[src/rtl/latch_port_reader.sv]
// Brings asynchronous latched status flags into the clock domain for a
// KCPSM3 processor: filter, interrupt on new rises, read snapshot, clear latches.
module latch_port_reader #(
  parameter int unsigned WIDTH         = 8,
  parameter logic [7:0]  PORT_DATA     = 8'h00,
  parameter logic [7:0]  PORT_STATUS   = 8'h01,
  parameter int unsigned STABLE_CYCLES = 2
) (
  input  logic             clk,
  input  logic             reset,
  input  logic [WIDTH-1:0] latch_q,
  input  logic [7:0]       port_id,
  input  logic             read_strobe,
  input  logic             interrupt_ack,
  output logic [7:0]       in_port,
  output logic             interrupt,
  output logic [WIDTH-1:0] clear_latch
);

  typedef enum logic [1:0] {
    IDLE,
    PEND,
    CLEAR
  } state_t;

  localparam logic [3:0] STABLE_LIM = 4'(STABLE_CYCLES);

  state_t           state_q, state_d;
  logic [WIDTH-1:0] sync1_q, sync1_d;
  logic [WIDTH-1:0] sync2_q, sync2_d;
  logic [WIDTH-1:0] cand_q, cand_d;
  logic [WIDTH-1:0] stable_q, stable_d;
  logic [WIDTH-1:0] snapshot_q, snapshot_d;
  logic [WIDTH-1:0] clear_q, clear_d;
  logic [3:0]       cnt_q, cnt_d;
  logic             pending_q, pending_d;
  logic             overrun_q, overrun_d;
  logic             deferred_q, deferred_d;
  logic             irq_q, irq_d;
  logic [7:0]       in_port_q, in_port_d;

  logic [WIDTH-1:0] rise;
  logic [7:0]       snap_ext;
  logic             accept;
  logic             evt;
  logic             data_rd;

  always_comb begin
    sync1_d  = latch_q;
    sync2_d  = sync1_q;
    cand_d   = cand_q;
    cnt_d    = cnt_q;
    stable_d = stable_q;
    if (sync2_q != cand_q) begin
      cand_d = sync2_q;
      cnt_d  = '0;
    end else if (cnt_q < STABLE_LIM) begin
      cnt_d = cnt_q + 4'd1;
    end
    accept = (sync2_q == cand_q) && (cnt_q == STABLE_LIM)
          && (cand_q != stable_q);
    rise   = cand_q & ~stable_q;
    evt    = accept && (|rise);
    if (accept) stable_d = cand_q;
  end

  assign data_rd = read_strobe && (port_id == PORT_DATA);

  always_comb begin
    state_d    = state_q;
    snapshot_d = snapshot_q;
    pending_d  = pending_q;
    overrun_d  = overrun_q;
    deferred_d = deferred_q;
    irq_d      = irq_q;
    clear_d    = '0;
    unique case (state_q)
      IDLE: begin
        if (evt || deferred_q) begin
          // a deferred event was already folded into stable
          snapshot_d = evt ? cand_q : stable_q;
          pending_d  = 1'b1;
          irq_d      = 1'b1;
          deferred_d = 1'b0;
          state_d    = PEND;
        end
      end
      PEND: begin
        if (interrupt_ack) irq_d = 1'b0;
        if (data_rd) begin
          clear_d   = snapshot_q;
          pending_d = 1'b0;
          overrun_d = 1'b0;
          irq_d     = 1'b0;
          state_d   = CLEAR;
          if (evt) deferred_d = 1'b1;
        end else if (evt) begin
          overrun_d  = 1'b1;
          deferred_d = 1'b1;
        end
      end
      CLEAR: begin
        state_d = IDLE;
        if (evt) deferred_d = 1'b1;
      end
      default: state_d = IDLE;
    endcase
  end

  always_comb begin
    snap_ext = '0;
    snap_ext[WIDTH-1:0] = snapshot_q;
    if (port_id == PORT_DATA) begin
      in_port_d = snap_ext;
    end else if (port_id == PORT_STATUS) begin
      in_port_d = {6'b0, overrun_q, pending_q};
    end else begin
      in_port_d = 8'h00;
    end
  end

  always_ff @(posedge clk or posedge reset) begin
    if (reset) begin
      state_q    <= IDLE;
      sync1_q    <= '0;
      sync2_q    <= '0;
      cand_q     <= '0;
      stable_q   <= '0;
      snapshot_q <= '0;
      clear_q    <= '0;
      cnt_q      <= '0;
      pending_q  <= 1'b0;
      overrun_q  <= 1'b0;
      deferred_q <= 1'b0;
      irq_q      <= 1'b0;
      in_port_q  <= '0;
    end else begin
      state_q    <= state_d;
      sync1_q    <= sync1_d;
      sync2_q    <= sync2_d;
      cand_q     <= cand_d;
      stable_q   <= stable_d;
      snapshot_q <= snapshot_d;
      clear_q    <= clear_d;
      cnt_q      <= cnt_d;
      pending_q  <= pending_d;
      overrun_q  <= overrun_d;
      deferred_q <= deferred_d;
      irq_q      <= irq_d;
      in_port_q  <= in_port_d;
    end
  end

  assign in_port     = in_port_q;
  assign interrupt   = irq_q;
  assign clear_latch = clear_q;

endmodule

[config.mk]
export PLATFORM = sky130hd
export DESIGN_NAME = latch_port_reader
export DESIGN_NICKNAME = d
export VERILOG_FILES = /design/src/rtl/latch_port_reader.sv
export SDC_FILE = /design/constraint.sdc
export NUM_CORES = 1
export LEC_CHECK = 0
export CORE_MARGIN = 2
export CORE_UTILIZATION = 31
export DETAILED_ROUTE_END_ITERATION = 6
export GPL_ROUTABILITY_DRIVEN = 0
export PLACE_DENSITY = 0.59
export SETUP_SLACK_MARGIN = 0.2
export SLEW_MARGIN = 20
export SYNTH_ARGS = -nofsm -noshare
export SYNTH_HDL_FRONTEND = slang
export SYNTH_SLANG_ARGS = --single-unit
[constraint.sdc]
create_clock -name clk -period 4.3 [get_ports clk]
set_input_delay 0.43 -clock clk [delete_from_list [all_inputs] [get_ports clk]]
set_output_delay 0.43 -clock clk [all_outputs]
set_load 0.01 [all_outputs]
==> results.json <==
{
  "synth-seq-area-share": 0.608,
  "critPathMaxStageDelay_ns": 0.62,
  "syn_avg_cell_area_um2": 12.8,
  "cts.clk_slew.worst_paths_ns": 0.07,
  "fill_cells": 852,
  "netlist_area_um2": 2720,
  "clock_path_buffers": 2,
  "powerDensity_nw_per_um2": 416,
  "antenna_found_initial": 0,
  "placementRows": 34,
  "die_h_um": 97.6,
  "numClockSinks": 66,
  "htree_levels": 3,
  "place_hpwl_um": 3240,
  "peakVddDrop_v": 0.000268,
  "hold-worst-slack_ns": 0.351,
  "fin_skew_ns": 0.0104,
  "wire_per_inst_um": 12.7,
  "cts_hold_buf": 0,
  "drt_drc_violations_left": 0,
  "post_cts_buffers": 0,
  "path_delay_family": "simple AND/OR/NAND/NOR gates",
  "yosysUniqueCellTypes": 37,
  "path_cells": "xor2_1, nor4_4, and4bb_1, o21ai_2, a21oi_1, mux2_1",
  "finalSetupViolCount": 0,
  "rr_worst_depth": 6,
  "diodes": 0,
  "dr.pass1.iters": 4,
  "synth_mux_area_frac": 0.0115,
  "synth_xor_xnor_area_share": 0.0290,
  "post_cts_resized": 0,
  "design_area_um2": 3390,
  "die_area_um2": 9530,
  "cts_buffers": 9,
  "r2r_start": "cand_q[0]",
  "drtAntennaViolNets": 0,
  "arrival_ns": 2.80,
  "synthAdderAreaFrac": 0.0599,
  "grt_util_all_layers": 0.106,
  "io_buffers": 36,
  "period_minus_slack_ns": 2.58,
  "wl_um": 4590,
  "r2r_slack_ns": 1.72,
  "grt_max_degree": 45,
  "cts_tree": "yes",
  "status": "completed",
  "area_growth_pct": 24.7,
  "place_area_um2": 3150,
  "regArea_um2": 1650,
  "yosys_warnings": 0,
  "core-area_um2": 8590,
  "critPathLaunch": "cand_q[0]",
  "min_period_over_period": 0.600,
  "drive_above_1_share": 0.131,
  "die_x_um": 97.6,
  "setup-tns-final_ns": 0,
  "slew_headroom": 0.398,
  "critical_path_class": "flop to flop",
  "ios": 37,
  "grt_pass1_wl_um": 7800,
  "cp_max_fo": 17,
  "netlist_instances": 213,
  "synth_top_family_by_area": "simple AND/OR/NAND/NOR gates",
  "end_kind": "flop",
  "crit_required_ns": 4.53,
  "critPathBufInv": 0,
  "maxCapViolCount": 0,
  "slew_viol_final": 0,
  "tightest_slew_ns": 0.902,
  "cp.depth": 6,
  "cp_slowest_cell": "and4bb_1",
  "critPathLaunchType": "flop",
  "synth_compound_area_frac": 0.116,
  "dr_total_vias": 1608,
  "root_buffer": "clkbuf_8",
  "grt_pass1_vias": 1649,
  "finalNetCount": 280,
  "hp-class": "flop to flop",
  "synth_seq_cells": 66,
  "hold_viol": 0,
  "synth.net_count": 246,
  "clk_latency_ns": 0.34,
  "endpoint": "state_q[0]",
  "post-route-util": 0.394,
  "synth-simple-area-share": 0.128,
  "grt_setup_unrepaired": "false",
  "vias_per_cell": 4.47,
  "drtIter0Drc": 76,
  "reg2reg_to": "state_q[0]",
  "initial_core_util": 0.316,
  "multiInputGateArea_um2": 936,
  "overflow": 0,
  "fmax_mhz": 388,
  "leakagePower_uw": 0.00146
}
[report_power, final]
part / leakage, µW / internal (µW) / switching, µW / total (µW)
Sequential: 0.000859 / 638 / 12.6 / 651
Clock: 0.000111 / 384 / 238 / 622
Combinational: 0.000493 / 54.4 / 81.2 / 136
[through the flow]
stage / total power, µW / cells / setup slack [ns]
after floorplan: 756 / 213 / 2.22
after global placement: 796 / 344 / 1.66
after detailed placement: 800 / 344 / 1.56
after CTS: 1430 / 360 / 1.72
after global routing: 1480 / 360 / 1.54
final: 1410 / 360 / 1.72
[state kept, by name (all words and copies together) (netlist names)]
signal / cells
deferred_q: 1
pending_q: 1
sync2_q: 8
interrupt: 1
clear_latch: 8
sync1_q: 8
overrun_q: 1
snap_ext: 8
stable_q: 8
cand_q: 8
cnt_q: 4
in_port: 8
state_q: 2
[kinds of logic (layout without fill, tap and decap cells)]
family | after synthesis | count (layout)
compound gates | 40 | 40
xor+xnor | 9 | 9
fa+ha+maj | 13 | 13
buf+inv | 29 | 68
flops | 66 | 66
mux | 3 | 3
simple gates | 53 | 53
[Yosys cell counts]
master	count	area, µm²
nor4_4	3	63.8
mux2i_1	2	20.0
nand4bb_1	1	11.3
and2_1	14	87.6
nand4_1	2	12.5
o21ai_2	1	8.76
ha_1	13	163
and4bb_1	1	12.5
xnor2_1	1	8.76
nor2_1	8	30.0
o21ai_0	2	10.0
nor3_1	1	5.00
and3_1	1	6.26
nor2_2	2	12.5
o21ai_1	9	45.0
a31oi_1	1	6.26
inv_1	15	56.3
dfrtp_1	66	1650
a22o_1	3	26.3
o22ai_1	8	50.1
a21oi_1	5	25.0
nor2b_1	1	6.26
nand2_2	1	6.26
buf_2	2	10.0
or3_1	1	6.26
o21a_1	1	7.51
or4_1	5	37.5
a21o_1	1	7.51
mux2_1	1	11.3
clkbuf_1	9	33.8
nand2b_1	2	12.5
o2bb2ai_1	1	8.76
xor2_1	8	70.1
a2bb2oi_2	8	120
buf_4	1	7.51
buf_6	2	22.5
nand2_1	10	37.5
[routing by layer]
layer / wire (µm) / vias to the layer above / GRT usage
met3: 298 / 4 / 0.0504
met2: 2160 / 47 / 0.158
li1: - / 790 / -
met1: 2080 / 767 / 0.135
met5: 0 / - / 0
met4: 49 / 0 / 0.0353
[placed cells by master (no fill, tap or decap), drive strengths merged, types with 2 or more instances in the layout]
cell type / instances
ha: 13
nand2: 11
nor4: 3
clkinvlp: 3
o21ai: 12
o22ai: 8
inv: 15
clkbuf: 9
a21oi: 5
a2bb2oi: 8
and2: 14
mux2i: 2
nand2b: 2
nand4: 2
or4: 5
nor2: 10
dfrtp: 66
clkdlybuf4s50: 36
bufinv: 3
xor2: 8
a22o: 3
[how the worst min path moves through the flow]
stage	startpoint	endpoint	slack, ns	cells after the start
after detailed placement	sync1_q[4]	sync2_q[4]	0.34	0
after floorplan	sync1_q[0]	sync2_q[0]	0.33	0
after global placement	sync1_q[5]	sync2_q[5]	0.33	0
final	sync1_q[5]	sync2_q[5]	0.35	0
after global routing	sync1_q[2]	sync2_q[2]	0.36	0
after CTS	sync1_q[5]	sync2_q[5]	0.35	0
[final cells by class]
type	instances	share of cell area
Clock buffer	9	0.0366
Clock inverter	7	0.0347
Inverter	15	0.0166
Multi-Input combinational cell	118	0.276
Sequential cell	66	0.487
Tap cell	108	0.0399
Timing Repair Buffer	37	0.109
[worst register-to-register path, stage by stage, from the launching register on]
cell and delay, ns:
dfrtp_1 0.42, xor2_1 0.20, nor4_4 0.34, and4bb_1 0.62, o21ai_2 0.29, a21oi_1 0.27
mux2_1 0.34
Note: power is estimated with default switching activity, not from simulation.
==> patch 1: new RTL, same settings <==
Change the parameter `WIDTH` from 8 to 7.
--- a/src/rtl/latch_port_reader.sv
+++ b/src/rtl/latch_port_reader.sv
@@ -1,7 +1,7 @@
 // Brings asynchronous latched status flags into the clock domain for a
 // KCPSM3 processor: filter, interrupt on new rises, read snapshot, clear latches.
 module latch_port_reader #(
-  parameter int unsigned WIDTH         = 8,
+  parameter int unsigned WIDTH         = 7,
   parameter logic [7:0]  PORT_DATA     = 8'h00,
   parameter logic [7:0]  PORT_STATUS   = 8'h01,
   parameter int unsigned STABLE_CYCLES = 2
Interface: changed (resized clear_latch and latch_q); port bits go from 37 to 35. No check against the original RTL was run, so the function may have changed too.
==> patch 1 against the original RTL <==
  * Maximum frequency up 15%
  * Final area down 6.8%
  * Die area shrank 8.0%
  * Total power down 5.9%
  * Combinational power rose by 9.6%
  * Wire length decreased by 13%
  * Worst setup slack better by 0.33 ns
  * First-iteration DRC count down 22%
  * Synthesized cell count decreased by 5.6%
  * Area after synthesis down 8.3%
  * Critical path depth up 1
  * Sequential cell count down 7
  * Sequential power down 11%
  * Hold slack worse by 0.089 ns
  * Largest power group is now clock
==> patch 1: results (changes against the original RTL) <==
The flow ran to the end, and the final reports show no timing, DRC or antenna violations. The number of flip-flops and latches in the synthesized netlist came to 59 (-11%). The net count after synthesis is 232 (-5.7%). The number of non-clock inverters in the layout came out at 21 (+6). By count the netlist is led by dfrtp_1 (59), inv_1 (21), nor2_1 (16).

The internal reg-to-reg setup slack is 2.05 ns (+0.33 ns). The number of optimization iterations in the first detailed-route pass came out at 4 (unchanged). The global-route wire length before repair is 7000 µm (-10%). The distinct cell type count after synthesis is 41 (+11%). The logic depth of the worst register-to-register path came out at 7 (+1). The met3 wirelength from detailed routing is 321 µm (+7.7%). The detailed-route wire length on metal 1 is 1820 µm (-13%). The global routing usage on met1 came out at 12.9% (-0.56 points).

The pin count of the biggest net entering global routing came to 59 (+31%). The clock-net power is 0.594 mW (-4.5%). The share of the core filled with cells in the final layout is 40.6% (+1.2 points).

The leakage component of the power is 1.41 nW (-3.9%). The placed instance area came to 2910 µm² (-7.5%). The number of antenna repair diodes was 0 (unchanged).

The worst clock skew was 0.00891 ns (-0.00145 ns). The arrival time reported for the critical path endpoint is 2.47 ns (-0.33 ns). The layout multi-input combinational cell count came to 109 (-7.6%). The number of clock buffer instances in the layout is 13 (+4). The via count of the routed design came to 1475 (-8.3%). The global routing usage on met3 was 4.27% (-0.77 points). The per-cell via count in the routed design came out at 4.31 (-3.4%). The data-path buffer share of cell area in the final layout is 10.9% (+0.083 points).

The post-layout net count is 266 (-5.0%). The clock buffer and inverter area fraction after layout came out at 7.81% (+0.68 points). The met2 track demand over resource in global routing came out at 16.2% (+0.43 points). The actual transition at the worst max-transition pin is 0.704 ns (-0.197 ns). The sequential cell area fraction in the yosys report came out at 59.3% (-1.5 points). The latest clock arrival within the worst-skew pair came out at around 0.33 ns.

The worst IR drop on VDD came out at 0.247 mV (-7.9%). The highest fanout seen on the critical path is 13 (-4). The achievable frequency is 0.445 GHz (+15%).

The worst slack at placement came out at 1.88 ns (+0.324 ns). The row count is 32 (-5.9%). The post-synthesis area per instance came out at 12.4 µm² (-2.9%). The fraction of layout instances using a drive strength above 1 was 12.9% (-0.18 points). The layout buffer count excluding clock buffers was 35 (-5.4%). The logic gate share of total power is 11.2% (+1.6 points). The routed wire length per instance is 11.7 µm (-8.4%). The total chip power came to 1.32 mW (-5.9%). The path class of the tightest hold or removal check is in -> async.

The half-perimeter wire length after placement was 2820 µm (-13%). The minimum hold slack is 0.263 ns (-0.0888 ns). The layout filler cell count came out at 761 (-11%). The internal power consumption is 1.03 mW (-4.3%). The sequential cell area in the final layout came to 1480 µm² (-11%).

The count of input and output buffers is 33 (-8.3%). The aggregate global-route resource usage is 10.6% (+0.061 points). The longest individual stage delay on the worst path is 0.56 ns (-0.06 ns). The critical path starts at cand_q[2]$_DFFE_PP0N_.
[patch 1: cell count changes after synthesis, moves of 3 or more]
| cell | before | now |
|---|---|---|
| xnor2_1 | 1 | 8 |
| mux2i_1 | 2 | 9 |
| xor2_1 | 8 | 0 |
| nor3_1 | 1 | 8 |
| a21oi_1 | 5 | 2 |
| o21ai_1 | 9 | 0 |
| a311oi_1 | 0 | 7 |
| inv_1 | 15 | 21 |
| nor2_1 | 8 | 16 |
| a2bb2oi_2 | 8 | 0 |
| o22ai_1 | 8 | 0 |
| nand2_1 | 10 | 1 |
| dfrtp_1 | 66 | 59 |
[patch 1: cell families (layout without fill, tap and decap cells)]
logic type      after synthesis  in the layout  synth area share, %
flops                        59             59                 59.3
simple gates                 57             57                 14.0
buf+inv                      33             72                 5.32
compound gates               21             21                 8.19
fa+ha+maj                    12             12                 6.03
mux                          10             10                 4.22
xor+xnor                      8              8                 2.81
other cells                   1              1                0.151
==> patch 2: new RTL, same settings <==
Without the edit above. Encoding of `state_t`: now one-hot (3 bits for 3 states).
--- a/src/rtl/latch_port_reader.sv
+++ b/src/rtl/latch_port_reader.sv
@@ -17,10 +17,10 @@
   output logic [WIDTH-1:0] clear_latch
 );
 
-  typedef enum logic [1:0] {
-    IDLE,
-    PEND,
-    CLEAR
+  typedef enum logic [2:0] {
+    IDLE  = 3'b001,
+    PEND  = 3'b010,
+    CLEAR = 3'b100
   } state_t;
 
   localparam logic [3:0] STABLE_LIM = 4'(STABLE_CYCLES);
Formal check against the unedited RTL: same outputs for any inputs over 10 cycles, from zero or initial values and one cycle with reset high; not proved beyond that.
==> patch 2 against the original RTL <==
  * Sequential cell count increased by 1
  * Die area decreased by 2.2%
  * Worst setup slack improved by 0.20 ns
  * Final area decreased by 3.2%
  * Area after synthesis decreased by 2.3%
  * First-iteration DRC count increased by 9.2%
  * Wire length decreased by 4.8%
  * Count of clock-buffer cells in the layout increased by 4
  * Critical endpoint is now snap_ext[5]$_DFFE_PP0P_
  * Highest routed layer unchanged
Power is not compared: it rests on default switching activity, and its combinational part moved more than twofold at a synthesized area within 25%.
==> patch 2: results (changes against the original RTL) <==
The aggregate global-route resource usage is 11.0% (+0.40 points). The type of the most critical hold path is reg -> reg. The via count of the first global-routing pass came out at 1666 (+1.0%). Internal power comes to 0.951 mW. The total setup buffers inserted after CTS came out at 0 (unchanged).

The distinct cell type count after synthesis came out at 32 (-14%). The count of input and output buffers is 36 (unchanged). The clock root buffer is clkbuf_8. The arrival time reported for the critical path endpoint came out at 2.57 ns (-0.23 ns). Ranked by total cell area, the synthesized netlist is headed by dfrtp_1 (62%), ha_1 (4.7%), a221oi_2 (3.4%). The synthesized instance count is 215 (+0.94%). The half-perimeter wire length after placement is 3190 µm (-1.6%). The flow ran to the end, and the final reports show no timing, DRC or antenna violations. The via count of the routed design was 1591 (-1.1%). The pin count of the biggest net entering global routing was 44 (-2.2%). The placed instance area came out at 3090 µm² (-1.7%). The count of synthesis-stage warnings from yosys came to 0 (unchanged). On the worst path, the slowest cell contributes a delay of between 0.6 and 0.7 ns. The per-cell via count in the routed design came out at 4.41 (-1.3%). The clock-pin transition on the worst setup and hold timing paths came out at 0.07 ns (about the same). The highest fanout seen on the critical path is 12 (-5).

The layout filler cell count is 817 (-4.1%). By count the netlist is led by dfrtp_1 (66), inv_1 (22), nor2_1 (20). The number of instances resized during post-cts repair is 0 (unchanged).

The fraction of registers with async set or reset after synthesis is 100% (unchanged). The sequential cell area fraction in the yosys report came out at 63.2% (+2.4 points). The number of antenna violations at the first check in global routing was 0 (unchanged). The worst slack at placement came to 1.68 ns (+0.121 ns). The latest clock arrival within the worst-skew pair is 0.34 ns (about the same).

The fraction of layout instances using a drive strength above 1 was 12.9% (-0.20 points). The number of H-tree branching levels is 3 (unchanged). The violation count after the first detailed-routing iteration came to 83 (+9.2%). The slowest stage of the critical path is the o41a_1 cell. The number of antenna repair diodes came out at 0 (unchanged). The net count after synthesis came out at 245 (-0.41%). The worst IR drop on VDD came out at 0.169 mV. The TritonCTS buffer count came to 9 (unchanged).

The logic depth of the worst register-to-register path came out at 5 (-1). The placed instance count is 345 (+0.29%). The worst clock skew came to 0.00938 ns (-0.000968 ns). The actual transition at the worst max-transition pin is 0.942 ns (+0.0409 ns). The maximum clock insertion buffer count came out at 2 (unchanged).

The cell family with the largest share of critical-path delay is simple AND/OR/NAND/NOR gates. The global-route wire length before repair came out at 7510 µm (-3.8%). The post-layout net count came to 281 (+0.36%).

The routed wire length per instance is 12.1 µm (-5.1%).
patch 2: changes by cell type after synthesis, sizes merged, moves of 8 or more:
| cell | delta |
|---|---|
| a2bb2oi | -8 |
| xor2 | -8 |
| o21ai | -11 |
| a221oi | +8 |
| o22ai | -8 |
| nor3 | +15 |
| xnor2 | +8 |
| nor2 | +11 |
patch 2: final timing paths:
path,start,endpoint,slack (ns)
max reg2reg,cand_q[5]$_DFFE_PP0N_,snap_ext[5]$_DFFE_PP0P_,1.92
max,cand_q[5]$_DFFE_PP0N_,snap_ext[5]$_DFFE_PP0P_,1.92
max in group asynchronous,reset,cand_q[6]$_DFFE_PP0N_,2.86
min in group asynchronous,reset,in_port[2]$_DFF_PP0_,0.59
min reg2reg,sync1_q[0]$_DFF_PP0_,sync2_q[0]$_DFF_PP0_,0.35
min,sync1_q[0]$_DFF_PP0_,sync2_q[0]$_DFF_PP0_,0.35
patch 2: cell type report:
cell class | instances | area [µm²] | share of cell area, %
multi-input cells | 114 | 832 | 25.4
flip-flops and latches | 67 | 1680 | 51.1
clock inverters | 3 | 40.0 | 1.22
repair buffers | 37 | 368 | 11.2
inverters | 22 | 82.6 | 2.52
well taps | 105 | 131 | 4.00
clock buffers | 13 | 149 | 4.54
patch 2: layer usage:
| layer | wire (µm) | track usage [%] | share of wire, % | vias up |
|---|---|---|---|---|
| li1 | - | - | - | 794 |
| met1 | 1970 | 12.6 | 45 | 749 |
| met2 | 2040 | 17.3 | 47 | 41 |
| met3 | 291 | 5.82 | 6.7 | 7 |
| met4 | 70 | 4.23 | 1.6 | 0 |
| met5 | 0 | 0 | 0 | - |
patch 2: kinds of logic after synthesis:
| family | Yosys count | synth area share [%] |
|---|---|---|
| AOI/OAI and AO/OA | 19 | 6.50 |
| muxes | 10 | 4.15 |
| and+or+nand+nor | 66 | 13.0 |
| DFF | 67 | 63.2 |
| xor gates and xnor gates | 9 | 2.97 |
| buffers and inverters | 34 | 5.47 |
| adders and majority gates | 10 | 4.71 |
patch 2: worst register-to-register path: cells and delay by family, from the launching register on:
| family | cells | cell delay, ns |
|---|---|---|
| fa+ha+maj | 1 | 0.21 |
| simple gates | 2 | 0.80 |
| compound gates | 2 | 0.79 |
| flops | 1 | 0.43 |
patch 2: power groups by stage:
stage	Sequential, mW	Clock [mW]	Combinational, mW
global placement	0.663	0	0.0504
floorplan	0.661	0	0.0281
global route	0.652	0.550	0.0577
detailed placement	0.663	0	0.0516
finish	0.651	0.498	0.0494
CTS	0.651	0.520	0.0517
